===== src/rtl/axi_lite_regfile.sv =====
// AXI4-Lite register bank: NUM_REGS words, optional read-only slots
// fed from ro_d_i, and a one-cycle write pulse per committed write.
module axi_lite_regfile #(
   parameter int ADDR_WIDTH = 32,
   parameter int DATA_WIDTH = 32,
   parameter int NUM_REGS = 8,
   parameter logic [NUM_REGS-1:0] RO_MASK = '0,
   localparam int STRB_WIDTH = DATA_WIDTH / 8
) (
   input  logic                           clk_i,
   input  logic                           rst_i,
   input  logic [ADDR_WIDTH-1:0]          aw_addr_i,
   input  logic                           aw_valid_i,
   output logic                           aw_ready_o,
   input  logic [DATA_WIDTH-1:0]          w_data_i,
   input  logic [STRB_WIDTH-1:0]          w_strb_i,
   input  logic                           w_valid_i,
   output logic                           w_ready_o,
   output logic [1:0]                     b_resp_o,
   output logic                           b_valid_o,
   input  logic                           b_ready_i,
   input  logic [ADDR_WIDTH-1:0]          ar_addr_i,
   input  logic                           ar_valid_i,
   output logic                           ar_ready_o,
   output logic [DATA_WIDTH-1:0]          r_data_o,
   output logic [1:0]                     r_resp_o,
   output logic                           r_valid_o,
   input  logic                           r_ready_i,
   output logic [NUM_REGS*DATA_WIDTH-1:0] reg_q_o,
   input  logic [NUM_REGS*DATA_WIDTH-1:0] ro_d_i,
   output logic [NUM_REGS-1:0]            wr_pulse_o
);

   localparam int OFS = $clog2(STRB_WIDTH);
   localparam int IDX_W = $clog2(NUM_REGS);
   localparam logic [1:0] OKAY = 2'b00;
   localparam logic [1:0] SLVERR = 2'b10;

   typedef logic [NUM_REGS-1:0][DATA_WIDTH-1:0] bank_t;

   bank_t regs_q, regs_d;
   bank_t ro_d;
   bank_t reg_view;

   logic                  aw_held_q, aw_held_d;
   logic [ADDR_WIDTH-1:0] aw_addr_q, aw_addr_d;
   logic                  w_held_q, w_held_d;
   logic [DATA_WIDTH-1:0] w_data_q, w_data_d;
   logic [STRB_WIDTH-1:0] w_strb_q, w_strb_d;
   logic                  b_valid_q, b_valid_d;
   logic [1:0]            b_resp_q, b_resp_d;
   logic [NUM_REGS-1:0]   wr_pulse_q, wr_pulse_d;
   logic                  r_valid_q, r_valid_d;
   logic [DATA_WIDTH-1:0] r_data_q, r_data_d;
   logic [1:0]            r_resp_q, r_resp_d;

   logic             aw_hs, w_hs, ar_hs;
   logic [IDX_W-1:0] w_idx, r_idx;
   logic             w_ok, r_in;
   logic [DATA_WIDTH-1:0] rd_val;

   // Any address bit above the word index puts the access out of range.
   function automatic logic in_range(input logic [ADDR_WIDTH-1:0] a);
      return (a >> (OFS + IDX_W)) == '0;
   endfunction

   assign ro_d = ro_d_i;

   assign aw_ready_o = !aw_held_q && !b_valid_q;
   assign w_ready_o  = !w_held_q && !b_valid_q;
   assign ar_ready_o = !r_valid_q;

   assign aw_hs = aw_valid_i && aw_ready_o;
   assign w_hs  = w_valid_i && w_ready_o;
   assign ar_hs = ar_valid_i && ar_ready_o;

   assign w_idx = aw_addr_q[OFS +: IDX_W];
   assign w_ok  = in_range(aw_addr_q) && !RO_MASK[w_idx];
   assign r_idx = ar_addr_i[OFS +: IDX_W];
   assign r_in  = in_range(ar_addr_i);
   assign rd_val = RO_MASK[r_idx] ? ro_d[r_idx] : regs_q[r_idx];

   always_comb begin
      aw_held_d  = aw_held_q;
      aw_addr_d  = aw_addr_q;
      w_held_d   = w_held_q;
      w_data_d   = w_data_q;
      w_strb_d   = w_strb_q;
      b_valid_d  = b_valid_q;
      b_resp_d   = b_resp_q;
      regs_d     = regs_q;
      wr_pulse_d = '0;
      if (aw_hs) begin
         aw_held_d = 1'b1;
         aw_addr_d = aw_addr_i;
      end
      if (w_hs) begin
         w_held_d = 1'b1;
         w_data_d = w_data_i;
         w_strb_d = w_strb_i;
      end
      if (b_valid_q && b_ready_i) begin
         b_valid_d = 1'b0;
      end
      if (aw_held_q && w_held_q) begin
         aw_held_d = 1'b0;
         w_held_d  = 1'b0;
         b_valid_d = 1'b1;
         if (w_ok) begin
            for (int k = 0; k < STRB_WIDTH; k++) begin
               if (w_strb_q[k]) begin
                  regs_d[w_idx][8*k +: 8] = w_data_q[8*k +: 8];
               end
            end
            wr_pulse_d[w_idx] = 1'b1;
            b_resp_d = OKAY;
         end else begin
            b_resp_d = SLVERR;
         end
      end
   end

   // Reads sample regs_q, so a read racing a commit sees the old value.
   always_comb begin
      r_valid_d = r_valid_q;
      r_data_d  = r_data_q;
      r_resp_d  = r_resp_q;
      if (r_valid_q && r_ready_i) begin
         r_valid_d = 1'b0;
      end
      if (ar_hs) begin
         r_valid_d = 1'b1;
         if (r_in) begin
            r_data_d = rd_val;
            r_resp_d = OKAY;
         end else begin
            r_data_d = '0;
            r_resp_d = SLVERR;
         end
      end
   end

   always_ff @(posedge clk_i) begin
      if (rst_i) begin
         regs_q     <= '0;
         aw_held_q  <= 1'b0;
         aw_addr_q  <= '0;
         w_held_q   <= 1'b0;
         w_data_q   <= '0;
         w_strb_q   <= '0;
         b_valid_q  <= 1'b0;
         b_resp_q   <= '0;
         wr_pulse_q <= '0;
         r_valid_q  <= 1'b0;
         r_data_q   <= '0;
         r_resp_q   <= '0;
      end else begin
         regs_q     <= regs_d;
         aw_held_q  <= aw_held_d;
         aw_addr_q  <= aw_addr_d;
         w_held_q   <= w_held_d;
         w_data_q   <= w_data_d;
         w_strb_q   <= w_strb_d;
         b_valid_q  <= b_valid_d;
         b_resp_q   <= b_resp_d;
         wr_pulse_q <= wr_pulse_d;
         r_valid_q  <= r_valid_d;
         r_data_q   <= r_data_d;
         r_resp_q   <= r_resp_d;
      end
   end

   always_comb begin
      reg_view = '0;
      for (int i = 0; i < NUM_REGS; i++) begin
         if (!RO_MASK[i]) begin
            reg_view[i] = regs_q[i];
         end
      end
   end

   assign reg_q_o    = reg_view;
   assign wr_pulse_o = wr_pulse_q;
   assign b_valid_o  = b_valid_q;
   assign b_resp_o   = b_resp_q;
   assign r_valid_o  = r_valid_q;
   assign r_data_o   = r_data_q;
   assign r_resp_o   = r_resp_q;

endmodule


===== config.mk =====
export PLATFORM = sky130hd
export DESIGN_NAME = axi_lite_regfile
export DESIGN_NICKNAME = d
export VERILOG_FILES = /design/src/rtl/axi_lite_regfile.sv
export SDC_FILE = /design/constraint.sdc
export NUM_CORES = 1
export LEC_CHECK = 0
export BUFFER_PORTS_ARGS = -buffer_cell sky130_fd_sc_hd__buf_4
export CORE_AREA = 2 2 258 260
export CTS_BUF_LIST = sky130_fd_sc_hd__clkbuf_8 sky130_fd_sc_hd__clkbuf_16
export CTS_CLUSTER_DIAMETER = 150
export DETAILED_ROUTE_END_ITERATION = 16
export DIE_AREA = 0 0 260 262
export PLACE_DENSITY = 0.55
export SYNTH_ARGS = -nofsm -noshare
export SYNTH_HDL_FRONTEND = slang
export SYNTH_SLANG_ARGS = --single-unit

===== constraint.sdc =====
create_clock -name clk_i -period 2.69 [get_ports clk_i]
set_input_delay 0.6725 -clock clk_i [delete_from_list [all_inputs] [get_ports clk_i]]
set_output_delay 0.6725 -clock clk_i [all_outputs]
set_load 0.01 [all_outputs]

==> results.json <==
{
  "outcome": "completed",
  "synthCells": 1494,
  "cellPowerDensity_nw_per_um2": 589,
  "io_buffers": 405,
  "worstSetupEndpointType": "register",
  "use_met1_pct": 20.5,
  "met2_usage_pct": 26.1,
  "clk_path_buf_depth": 3,
  "top_usage_layer": "met2",
  "rsz0062_at_grt": "no",
  "synth_cell_types": 36,
  "hold_class": "in -> reg",
  "die_y_um": 262,
  "dieArea_um2": 68100,
  "synthArstFlopShare_pct": 0,
  "ios": 668,
  "finalCritPeriodShare_pct": 91.0,
  "crit_path_max_fanout": 34,
  "cp_data_arrival_time_ns": 2.88,
  "mostFrequentLayoutCell": "buf_4",
  "grt_max_degree": 90,
  "grt_usage_pct": 16.0,
  "slew_headroom_pct": 47.5,
  "post_cts_resized": 0,
  "slew_violations": 0,
  "placedCellCount": 2686,
  "finalClockSkew_ns": 0.0197,
  "fillers": 6670,
  "grt_util_met3_pct": 4.52,
  "num_vias": 13193,
  "drt_wl_total_um": 56700,
  "firstDrtPassIters": 5,
  "hp-start": "r_ready_i",
  "antenna_found_initial": 6,
  "leakage_uw": 0.00820,
  "cts_max_level": 2,
  "grt_pass1_vias": 12809,
  "hold_buffers": 0,
  "yosys_warnings": 0,
  "rr_endpoint": "reg_q_o[148]",
  "yosysSeqAreaShare_pct": 47.9,
  "gp_congestion": 0.798,
  "cp.depth": 6,
  "cts.sinks": 368,
  "setup_viol": 0,
  "max_cap_viol_count": 0,
  "post_drt_wl_per_cell_um": 20.6,
  "vias_per_cell": 4.78,
  "cp.required_ns": 3.13,
  "crit_chain": "or4_4 -> nor4_4 -> buf_12 -> nand4_4 -> nand3b_1 -> o21ai_0",
  "drcViolationCount": 0,
  "cts_setup_buffers": 0,
  "drive_gt1_share_pct": 34.6,
  "path_buf_inv": 1,
  "crit_slowest_cell": "or4_4",
  "cts_tree": "yes",
  "max_freq_mhz": 409,
  "drt_iter0_drc": 922,
  "dpl.hpwl_um": 40000,
  "critPathLaunchType": "register",
  "seq_area_um2": 7370,
  "final_cell_mix": "buf_4 (442), dfxtp_1 (368), nand3b_1 (256)",
  "post-route-min-period_ns": 2.45,
  "clkTransAtPathRegs_ns": 0.06,
  "cp-startpoint": "aw_addr_q[6]",
  "cts_buffers": 42,
  "vdd_drop_max_mv": 0.377,
  "grt.overflow.total": 0,
  "cts-root-buf": "clkbuf_16",
  "endpoint": "reg_q_o[148]",
  "synth-edff-count": 0,
  "clkLatencyLatePin_ns": 0.56,
  "rr_worst_depth": 6,
  "fin_setup_tns_ns": 0,
  "r2r_slack_ns": 0.24,
  "fin_cells": 2761,
  "synth.cell_area_um2": 15400,
  "hold_viol": 0,
  "rows": 94,
  "tightestPinTransition_ns": 0.783,
  "synthFlopType": "dfxtp_1",
  "r2r_start": "aw_addr_q[6]",
  "critPathMaxStageDelay_ns": 0.55,
  "core_um2": 65300,
  "postSynthAreaPerCell_um2": 10.3,
  "layout.nets": 2229,
  "ys_seq_elements": 368,
  "start_util_pct": 23.6,
  "antenna_left": 0,
  "crit_type": "reg -> reg",
  "area_delta_synth_final_pct": 35.6,
  "chipWidth_um": 260,
  "critPathTopFamily": "simple AND/OR/NAND/NOR gates",
  "grt_pass1_wl_um": 82800,
  "multi_input_area_um2": 7420
}
## per-layer routing
metal / wire length, um / share of wire, %
met1: 24500 / 43
met2: 26400 / 46
met3: 4330 / 7.6
met4: 1540 / 2.7
met5: 71 / 0.13
## synth_stat cells (3+ instances only)
cell type  number  area share (%)
dfxtp_1       368              48
nand3b_1      256              12
o21ai_0       252             8.2
nand2_1       141             3.4
clkbuf_1       81             2.0
a21oi_1        70             2.3
mux4_2         64             9.4
nor2_1         39            0.95
nand2b_1       35             1.4
a22oi_1        32             1.6
mux2_2         31             2.3
nand4_4        28             3.9
buf_2          23            0.75
nor4_1         10            0.41
buf_6           9            0.66
buf_1           6            0.15
inv_1           5            0.12
nand4_1         5            0.20
clkbuf_2        4            0.13
nor3_1          4            0.13
o21ai_1         4            0.13
a211oi_1        3            0.15
nor3b_1         3            0.15
nor4b_1         3            0.17
## layout make-up
type,count,share of cell area [%]
flip-flops and latches,368,35.3
clock inverters,22,0.846
multi-input cells,995,35.6
inverters,5,0.0900
diodes,1,0.0120
repair buffers,454,17.0
well taps,864,5.19
clock buffers,52,5.87
## per-stage QoR
| stage | hold slack [ns] | worst slack (ns) | utilization, % | cell area [um2] | total power [uW] |
|---|---|---|---|---|---|
| floorplan | 0.431 | 0.0777 | - | 15400 | 6190 |
| global placement | 0.442 | 0.313 | 29.8 | 19400 | 6570 |
| detailed placement | 0.446 | 0.241 | 29.8 | 19400 | 6580 |
| CTS | 0.263 | 0.238 | 31.9 | 20800 | 12500 |
| global route | 0.272 | 0.0881 | 31.9 | 20800 | 12800 |
| finish | 0.308 | 0.243 | 31.9 | 20800 | 12300 |
## cell families after synthesis
group           after synthesis  synth area share (%)
compound gates              361                  12.3
flops                       368                  47.9
other cells                   1                0.0244
buf+inv                     132                  4.06
simple gates                537                  24.0
mux                          95                  11.6
## worst min-delay path by stage
stage,end,slack [ns],depth (start not counted)
finish,r_valid_o,0.31,2
global route,r_valid_o,0.27,2
CTS,r_valid_o,0.26,2
detailed placement,w_data_q[21],0.45,2
global placement,w_data_q[21],0.44,2
floorplan,aw_addr_q[12],0.43,2
## state kept, by name, summed over array words and instances, names as in the netlist
register / cells
reg_q_o: 256
r_resp_o: 1
wr_pulse_o: 8
aw_held_q: 1
w_held_q: 1
r_valid_o: 1
w_strb_q: 4
b_valid_o: 1
w_data_q: 32
r_data_o: 32
b_resp_o: 1
aw_addr_q: 30
## power breakdown
| part | leakage, uW | total (uW) | internal (uW) | switching [uW] |
|---|---|---|---|---|
| logic | 0.00450 | 856 | 365 | 491 |
| registers | 0.00297 | 5590 | 5520 | 67.8 |
| clock network | 0.000731 | 5840 | 3480 | 2360 |
| total | 0.00820 | 12300 | 9370 | 2920 |
Note: power is estimated with default switching activity, not from simulation.
